`config.mk`:
```
export PLATFORM = sky130hd
export DESIGN_NAME = byte_word_packer
export DESIGN_NICKNAME = d
export VERILOG_FILES = /design/src/rtl/byte_word_packer_pkg.sv /design/src/rtl/byte_word_packer_lane.sv /design/src/rtl/byte_word_packer.sv
export SDC_FILE = /design/constraint.sdc
export NUM_CORES = 1
export LEC_CHECK = 0
export ABC_AREA = 1
export BUFFER_PORTS_ARGS = -buffer_cell sky130_fd_sc_hd__buf_2
export CORE_MARGIN = 2
export CORE_UTILIZATION = 50
export CTS_CLUSTER_DIAMETER = 50
export DETAILED_ROUTE_END_ITERATION = 6
export PLACE_DENSITY = 0.81
export SYNTH_ARGS = -nofsm -noshare
export SYNTH_HDL_FRONTEND = slang
export SYNTH_SLANG_ARGS = --single-unit
```
`constraint.sdc`:
```
create_clock -name clk -period 3 [get_ports clk]
set_clock_uncertainty 0.15 [all_clocks]
set_input_delay 0.45 -clock clk [delete_from_list [all_inputs] [get_ports clk]]
set_output_delay 0.45 -clock clk [all_outputs]
set_load 0.02 [all_outputs]
```
`src/rtl/byte_word_packer_pkg.sv`:
```
// Shared widths, fill-state encoding and lane placement for the byte-to-word packer.
package byte_word_packer_pkg;

    localparam int BYTE_W         = 8;
    localparam int WORD_W         = 32;
    localparam int BYTES_PER_WORD = 4;
    localparam int LANE_IDX_W     = 2;

    // The byte counter doubles as the packer state: number of lanes already filled.
    typedef enum logic [LANE_IDX_W-1:0] {
        EMPTY = 2'd0,
        PART1 = 2'd1,
        PART2 = 2'd2,
        PART3 = 2'd3
    } fill_state_e;

    function automatic int lane_lsb(input int lane, input bit big_endian);
        return big_endian ? (WORD_W - BYTE_W * (lane + 1)) : (BYTE_W * lane);
    endfunction

endpackage

```
`src/rtl/byte_word_packer_lane.sv`:
```
// One 8-bit byte lane register with load enable and asynchronous active-high reset.
module byte_lane_reg
    import byte_word_packer_pkg::*;
(
    input  logic              clk,
    input  logic              rst,
    input  logic              load_i,
    input  logic [BYTE_W-1:0] d_i,
    output logic [BYTE_W-1:0] q_o
);

    logic [BYTE_W-1:0] data_q;

    always_ff @(posedge clk or posedge rst) begin
        if (rst) begin
            data_q <= '0;
        end else if (load_i) begin
            data_q <= d_i;
        end
    end

    assign q_o = data_q;

endmodule

```
`src/rtl/byte_word_packer.sv`:
```
// Packs a byte stream into 32-bit words; in_last flushes a partial word with
// unused lanes zeroed. One registered output slot with a valid/ready handshake.
module byte_word_packer
    import byte_word_packer_pkg::*;
#(
    parameter int BIG_ENDIAN = 0,
    parameter int CNT_W      = 16
) (
    input  logic             clk,
    input  logic             rst,
    input  logic [7:0]       in_byte,
    input  logic             in_valid,
    input  logic             in_last,
    output logic             in_ready,
    output logic [31:0]      out_word,
    output logic [2:0]       out_bcnt,
    output logic             out_valid,
    input  logic             out_ready,
    output logic [CNT_W-1:0] word_cnt
);

    fill_state_e             state_q, state_d;
    logic [LANE_IDX_W-1:0]   fill_idx;
    logic [BYTE_W-1:0]       lane_q [BYTES_PER_WORD];
    logic [BYTES_PER_WORD-1:0] lane_load;

    logic                    in_hs;
    logic                    out_hs;
    logic                    complete;

    logic [WORD_W-1:0]       word_q, word_d;
    logic [2:0]              bcnt_q, bcnt_d;
    logic                    valid_q, valid_d;
    logic [CNT_W-1:0]        wcnt_q, wcnt_d;

    // The output slot can take a new word whenever it is empty or draining this cycle.
    assign in_ready = !valid_q || out_ready;
    assign in_hs    = in_valid && in_ready;
    assign out_hs   = valid_q && out_ready;
    assign fill_idx = state_q;
    assign complete = in_hs && ((state_q == PART3) || in_last);

    for (genvar k = 0; k < BYTES_PER_WORD; k++) begin : g_lane
        assign lane_load[k] = in_hs && (fill_idx == LANE_IDX_W'(k));

        byte_lane_reg u_lane (
            .clk    (clk),
            .rst    (rst),
            .load_i (lane_load[k]),
            .d_i    (in_byte),
            .q_o    (lane_q[k])
        );
    end

    always_ff @(posedge clk or posedge rst) begin
        if (rst) begin
            state_q <= EMPTY;
        end else begin
            state_q <= state_d;
        end
    end

    always_comb begin
        state_d = state_q;
        if (in_hs) begin
            if (complete) begin
                state_d = EMPTY;
            end else begin
                state_d = fill_state_e'(fill_idx + LANE_IDX_W'(1));
            end
        end
    end

    // The completing byte bypasses its lane so the word is ready one edge after acceptance.
    always_comb begin
        word_d  = word_q;
        bcnt_d  = bcnt_q;
        valid_d = valid_q;
        if (complete) begin
            word_d = '0;
            for (int k = 0; k < BYTES_PER_WORD; k++) begin
                if (LANE_IDX_W'(k) < fill_idx) begin
                    word_d[lane_lsb(k, BIG_ENDIAN != 0) +: BYTE_W] = lane_q[k];
                end else if (LANE_IDX_W'(k) == fill_idx) begin
                    word_d[lane_lsb(k, BIG_ENDIAN != 0) +: BYTE_W] = in_byte;
                end
            end
            bcnt_d  = {1'b0, fill_idx} + 3'd1;
            valid_d = 1'b1;
        end else if (out_hs) begin
            valid_d = 1'b0;
        end
    end

    always_comb begin
        wcnt_d = wcnt_q;
        if (out_hs) begin
            wcnt_d = wcnt_q + CNT_W'(1);
        end
    end

    always_ff @(posedge clk or posedge rst) begin
        if (rst) begin
            word_q  <= '0;
            bcnt_q  <= '0;
            valid_q <= 1'b0;
            wcnt_q  <= '0;
        end else begin
            word_q  <= word_d;
            bcnt_q  <= bcnt_d;
            valid_q <= valid_d;
            wcnt_q  <= wcnt_d;
        end
    end

    assign out_word  = word_q;
    assign out_bcnt  = bcnt_q;
    assign out_valid = valid_q;
    assign word_cnt  = wcnt_q;

endmodule

```
======== Word-level counts from Yosys, hierarchy flattened ========
Index checks and enable logic that the tools add are counted.
operators by class
  div/mod/pow operators ................... 0
  equality and inequality tests ........... 6
  bitwise logic cells ..................... 0
  shift operators ......................... 0
  muxes and demuxes ....................... 11
  order comparisons ....................... 4
  add/subtract/negate cells ............... 3
  reduce and logical (&&, ||, !) cells .... 12
  multipliers ............................. 0
operator list
  kind                                                                         number
  8-bit 2-to-1 mux                                                             8
  16-bit by 1-bit adder with 16-bit output, second input constant              1
  1-bit logical AND                                                            7
  2-bit == test, first input constant                                          2
  2-bit == test, second input constant                                         2
  1-bit by 2-bit less-than comparator with 1-bit output, first input constant  2
  2-bit less-than comparator, first input constant                             2
  2-bit by 1-bit adder with 3-bit output, second input constant                1
  2-bit by 1-bit adder with 2-bit output, second input constant                1
  1-bit by 2-bit == test with 1-bit output, first input constant               1
  2-bit by 1-bit == test with 1-bit output, second input constant              1
  2-bit zero test                                                              1
  1-bit logical OR                                                             2
  1-bit 2-to-1 mux                                                             2
  2-bit 2-to-1 mux                                                             1
  2-bit nonzero test                                                           1
  1-bit zero test                                                              1
storage, ports and cells
  bits in read-only memories .............. 0
  output and inout port bits .............. 53
  bits in latches ......................... 0
  RAM bits ................................ 0
  bits in registers ....................... 86
  memories kept ........................... 0
  word-level logic and storage cells ...... 45

======== Depth between registers and ports, before layout ========
  depth in word-level cells ............... 5
  mapped depth ............................ 8
  depth with buffers taken out ............ 7

======== Modules after synthesis ========
Synthesis repeated with hierarchy kept, for this count alone.
unflattened totals
  cell total of the unflattened synthesis .. 435
  area total of the unflattened synthesis .. 3643.5 sq um
by module, submodules not included
  module            cells each  sequential area each (sq um)  area each (sq um)  times used
  byte_word_packer  330         1351.3                        2716.4             1
  byte_lane_reg     35          200.2                         309.0              3

======== Worst setup path before layout ========
OpenSTA, ideal clock, no wires.
  path type ............................... register to register
  from .................................... register state_q[1] (netlist: fill_idx[1])
  to ...................................... register word_q[0] (netlist: out_word[0])
  stages on the path, launching flop included .. 9
  slack ................................... 1.351 ns
  period minus slack after synthesis ...... 1.649 ns
  path buffers ............................ 3
  arrival time ............................ 1.376 ns
  cells stage by stage .................... dfrtp_1 > buf_2 > inv_1 > ha_1 > buf_2 > clkbuf_1 > nand2_1 > o21ai_0 > o21ai_1
on the way
  cells in the longest elaborated chain, start to end .. 3
  elaborated cells on any way between the ends .. 7
  those cells by class .................... order compare: 1; eq/ne: 1; mux: 2; reduce/logical: 3
ends and longest elaborated chain
  what                                                   RTL line                                        text
  start: declaration                                     byte_word_packer.sv:22                          fill_state_e state_q, state_d;
  start signal: assignment                               byte_word_packer.sv:59                          state_q <= state_d;
  2-bit zero test or 2-bit == test (tied branches)       byte_word_packer.sv:84, byte_word_packer.sv:41
  8-bit 2-to-1 mux or 1-bit logical OR (tied branches)   byte_word_packer.sv:84, byte_word_packer.sv:41
  8-bit 2-to-1 mux or 1-bit logical AND (tied branches)  byte_word_packer.sv:82, byte_word_packer.sv:41
  end signal: assignment                                 byte_word_packer.sv:109                         word_q <= word_d;
  end: declaration                                       byte_word_packer.sv:31                          logic [WORD_W-1:0] word_q, word_d;
Several ways; a longest one is shown, not always the timed one.
A chain may end at the register's enable or synchronous reset.

======== Final worst setup path ========
  from .................................... register state_q[1] (netlist: fill_idx[1])
  to ...................................... register word_q[3] (netlist: out_word[3])
Same word-level chain as after synthesis.

==> results.md <==
- Ratio of cells with drive above 1 in the final layout: roughly a fifth
- First-pass GRT wire length: ~12000 microns
- Post_cts resized: 0
- Deepest clock path buffer count: 2
- Max-cap violations: 0
- Hold buffers post-CTS: 0
- Largest net degree at the start of global routing: between 40 and 50
- Required time worst endpoint: between 3 and 4 ns
- Final Hold Slack: between 0.04 and 0.05 ns
- Endpoints failing setup: 0
- Area contributors post-synth: dfrtp_1 (57%), nand2_1 (17%), o21ai_0 (5.3%)
- Reg2reg setup slack: around 0.85 ns
- CP top delay family: buffers and inverters
- Gr usage total: 21.6%
- I/O Pins: 66
- Fin. Hold Viols: 0
- Maximum VDD drop: a little over 0.4 mV
- CTS Sinks: a little under 80
- Syn_nets: roughly 420
- Kind of critical path: reg -> reg
- Die X: just under 90 microns
- Period minus WS final: 2.15 ns
- H-Tree Depth: 3
- Wire per inst: about 14 microns
- Die area: about 7500 sq um
- DR iter-0 viols: between 150 and 200
- Achievable Freq: 464 MHz
- RD Place Congestion: 0.898
- Final Net Count: between 400 and 500
- WP data arrival: ~2.3 ns
- Vias: 2818
- Syn-to-layout area delta: 17.4%
- Synthesized area per cell: between 8 and 9 sq um
- Diode count: 0
- Post-synth top area share: 57.1%
- Crit. End Element: register
- Area leader, netlist: dfrtp_1
- CP Buf/Inv Count: 1
- Post-Syn Area: approximately 3400 sq um
- Most used DFF post-synth: dfrtp_1
- DRC: 0
- Setup Buffers After CTS: 0
- I/O Buffers: 65
- CTS tree: built
- Router iterations before antenna repair: 5
- Run status: finished clean
- Clk slew on worst S/H paths: ~0.080 ns
- Power density over cell area: just over 800 nW/um^2
- Slack of the critical path: around 0.85 ns
- Worst hold-check path type: in -> async
- Pre-CTS setup slack: slightly above 0.8 ns
- Inserted Clock Buffers: 9
- Post-synth EDFFs: 0
- Async set-reset flop share out of synthesis: 100%
- Critical path launch point type: register
- Initial antenna violation count: 0
- Vias in the first global route: approximately 2600
- Total Wirelength: about 7500 microns
- Mapped Cells: a little under 400
- Netlist cell types: 20
- Core Area: around 6700 sq um
- Max incr delay on CP: 0.53 ns
- Slowest-stage cell, CP: inv_2
- Total congestion overflow: 0
- Die Ht: a little under 90 microns
- Initial core utilization: ~50%
- Slew HR: a little over half
- Fin Setup TNS: 0 ns
- Placement Rows: 30
- Vias per inst: about 5.2
- Synth warn: 0
- FF+latch count, synth: just under 80
- CP cell instances: ha_1, nor2_2, nor2_8, inv_2, nand2_1, o21ai_1
- Worst-Margin Slew: approximately 0.7 ns
- Number of fill cells: between 500 and 600
- Leak: approximately 2.1 nW
- Max-slew violations: 0
- Unrepaired setup endpoints after global routing: no
- Max FO, Critical Path: 45
- Remaining antenna violation count after routing: 0
- Clock Latency Late Sink: roughly 0.35 ns
- Crit share post-route: between 70 and 80%
- Seq/Total Area, Yosys: 57.1%
- CTS root buffer: clkbuf_8
- Hpwl dp: around 5200 microns
==> routing by layer <==
metal | part of all wire (%) | GRT usage, %
met4 | 1.6 | 8.52
met2 | 48 | 34.8
met5 | 0 | 0
met3 | 5.6 | 4.38
met1 | 45 | 28.8
==> registers in the layout (all words and copies together), names as in the netlist <==
name / cells
g_lane.u_lane.q_o: 24
out_word: 32
out_valid: 1
word_cnt: 16
out_bcnt: 3
fill_idx: 2
==> logic make-up after synthesis <==
| kind of cell | after synthesis | synth area share (%) |
|---|---|---|
| AOI/OAI and AO/OA | 70 | 10.2 |
| xor gates and xnor gates | 8 | 2.05 |
| adders and majority gates | 6 | 2.20 |
| buffers and inverters | 41 | 4.94 |
| DFF | 78 | 57.1 |
| and+or+nand+nor | 194 | 23.5 |
==> Yosys cell counts, types with 6 or more instances <==
master   count
buf_2       10
o21ai_0     36
nor2_1      13
dfrtp_1     78
ha_1         6
nand2_1    158
inv_1       26
o21ai_1     34
nand3_1      8
==> path summary, 6_finish.rpt <==
kind	startpoint	to	cells past startpoint
min reg2reg	out_bcnt[2]	out_bcnt[2]	2
max in group asynchronous	rst	out_word[13]	3
min in group clk	out_ready	out_valid	4
max	fill_idx[1]	out_word[3]	6
max reg2reg	fill_idx[1]	out_word[3]	6
min	rst	out_word[26]	2
==> metrics by stage <==
step                area [sq um]  power (mW)  utilization, %  std cells
floorplan                   3420        2.16               -        397
global placement            3810        2.42            56.7        531
detailed placement          3810        2.46            56.7        531
CTS                         4020        3.28            59.8        546
global route                4020        3.47            59.8        546
finish                      4020        3.25            59.8        546
==> cells in the final DEF, fill, tap and decap left out, types with 6 or more instances in the layout <==
cell | Yosys | layout
o21ai_1 | 34 | 34
nor2_1 | 13 | 13
nand3_1 | 8 | 8
buf_2 | 10 | 65
clkbuf_8 | 0 | 12
o21ai_0 | 36 | 36
ha_1 | 6 | 6
nand2_1 | 158 | 158
dfrtp_1 | 78 | 78
inv_1 | 26 | 25
==> layout make-up <==
type | count | area (sq um) | area share [%]
Sequential cell | 78 | 1950 | 48.6
Multi-Input combinational cell | 278 | 1300 | 32.3
Inverter | 29 | 111 | 2.77
Clock inverter | 3 | 42.5 | 1.06
Clock buffer | 12 | 165 | 4.11
Timing Repair Buffer | 66 | 345 | 8.60
Tap cell | 80 | 100 | 2.49
==> power breakdown <==
part | internal [mW] | switching, mW
combinational | 0.305 | 0.582
clock | 0.447 | 0.366
sequential | 1.35 | 0.201
total | 2.10 | 1.15
Power figures use the tool's default switching activity.
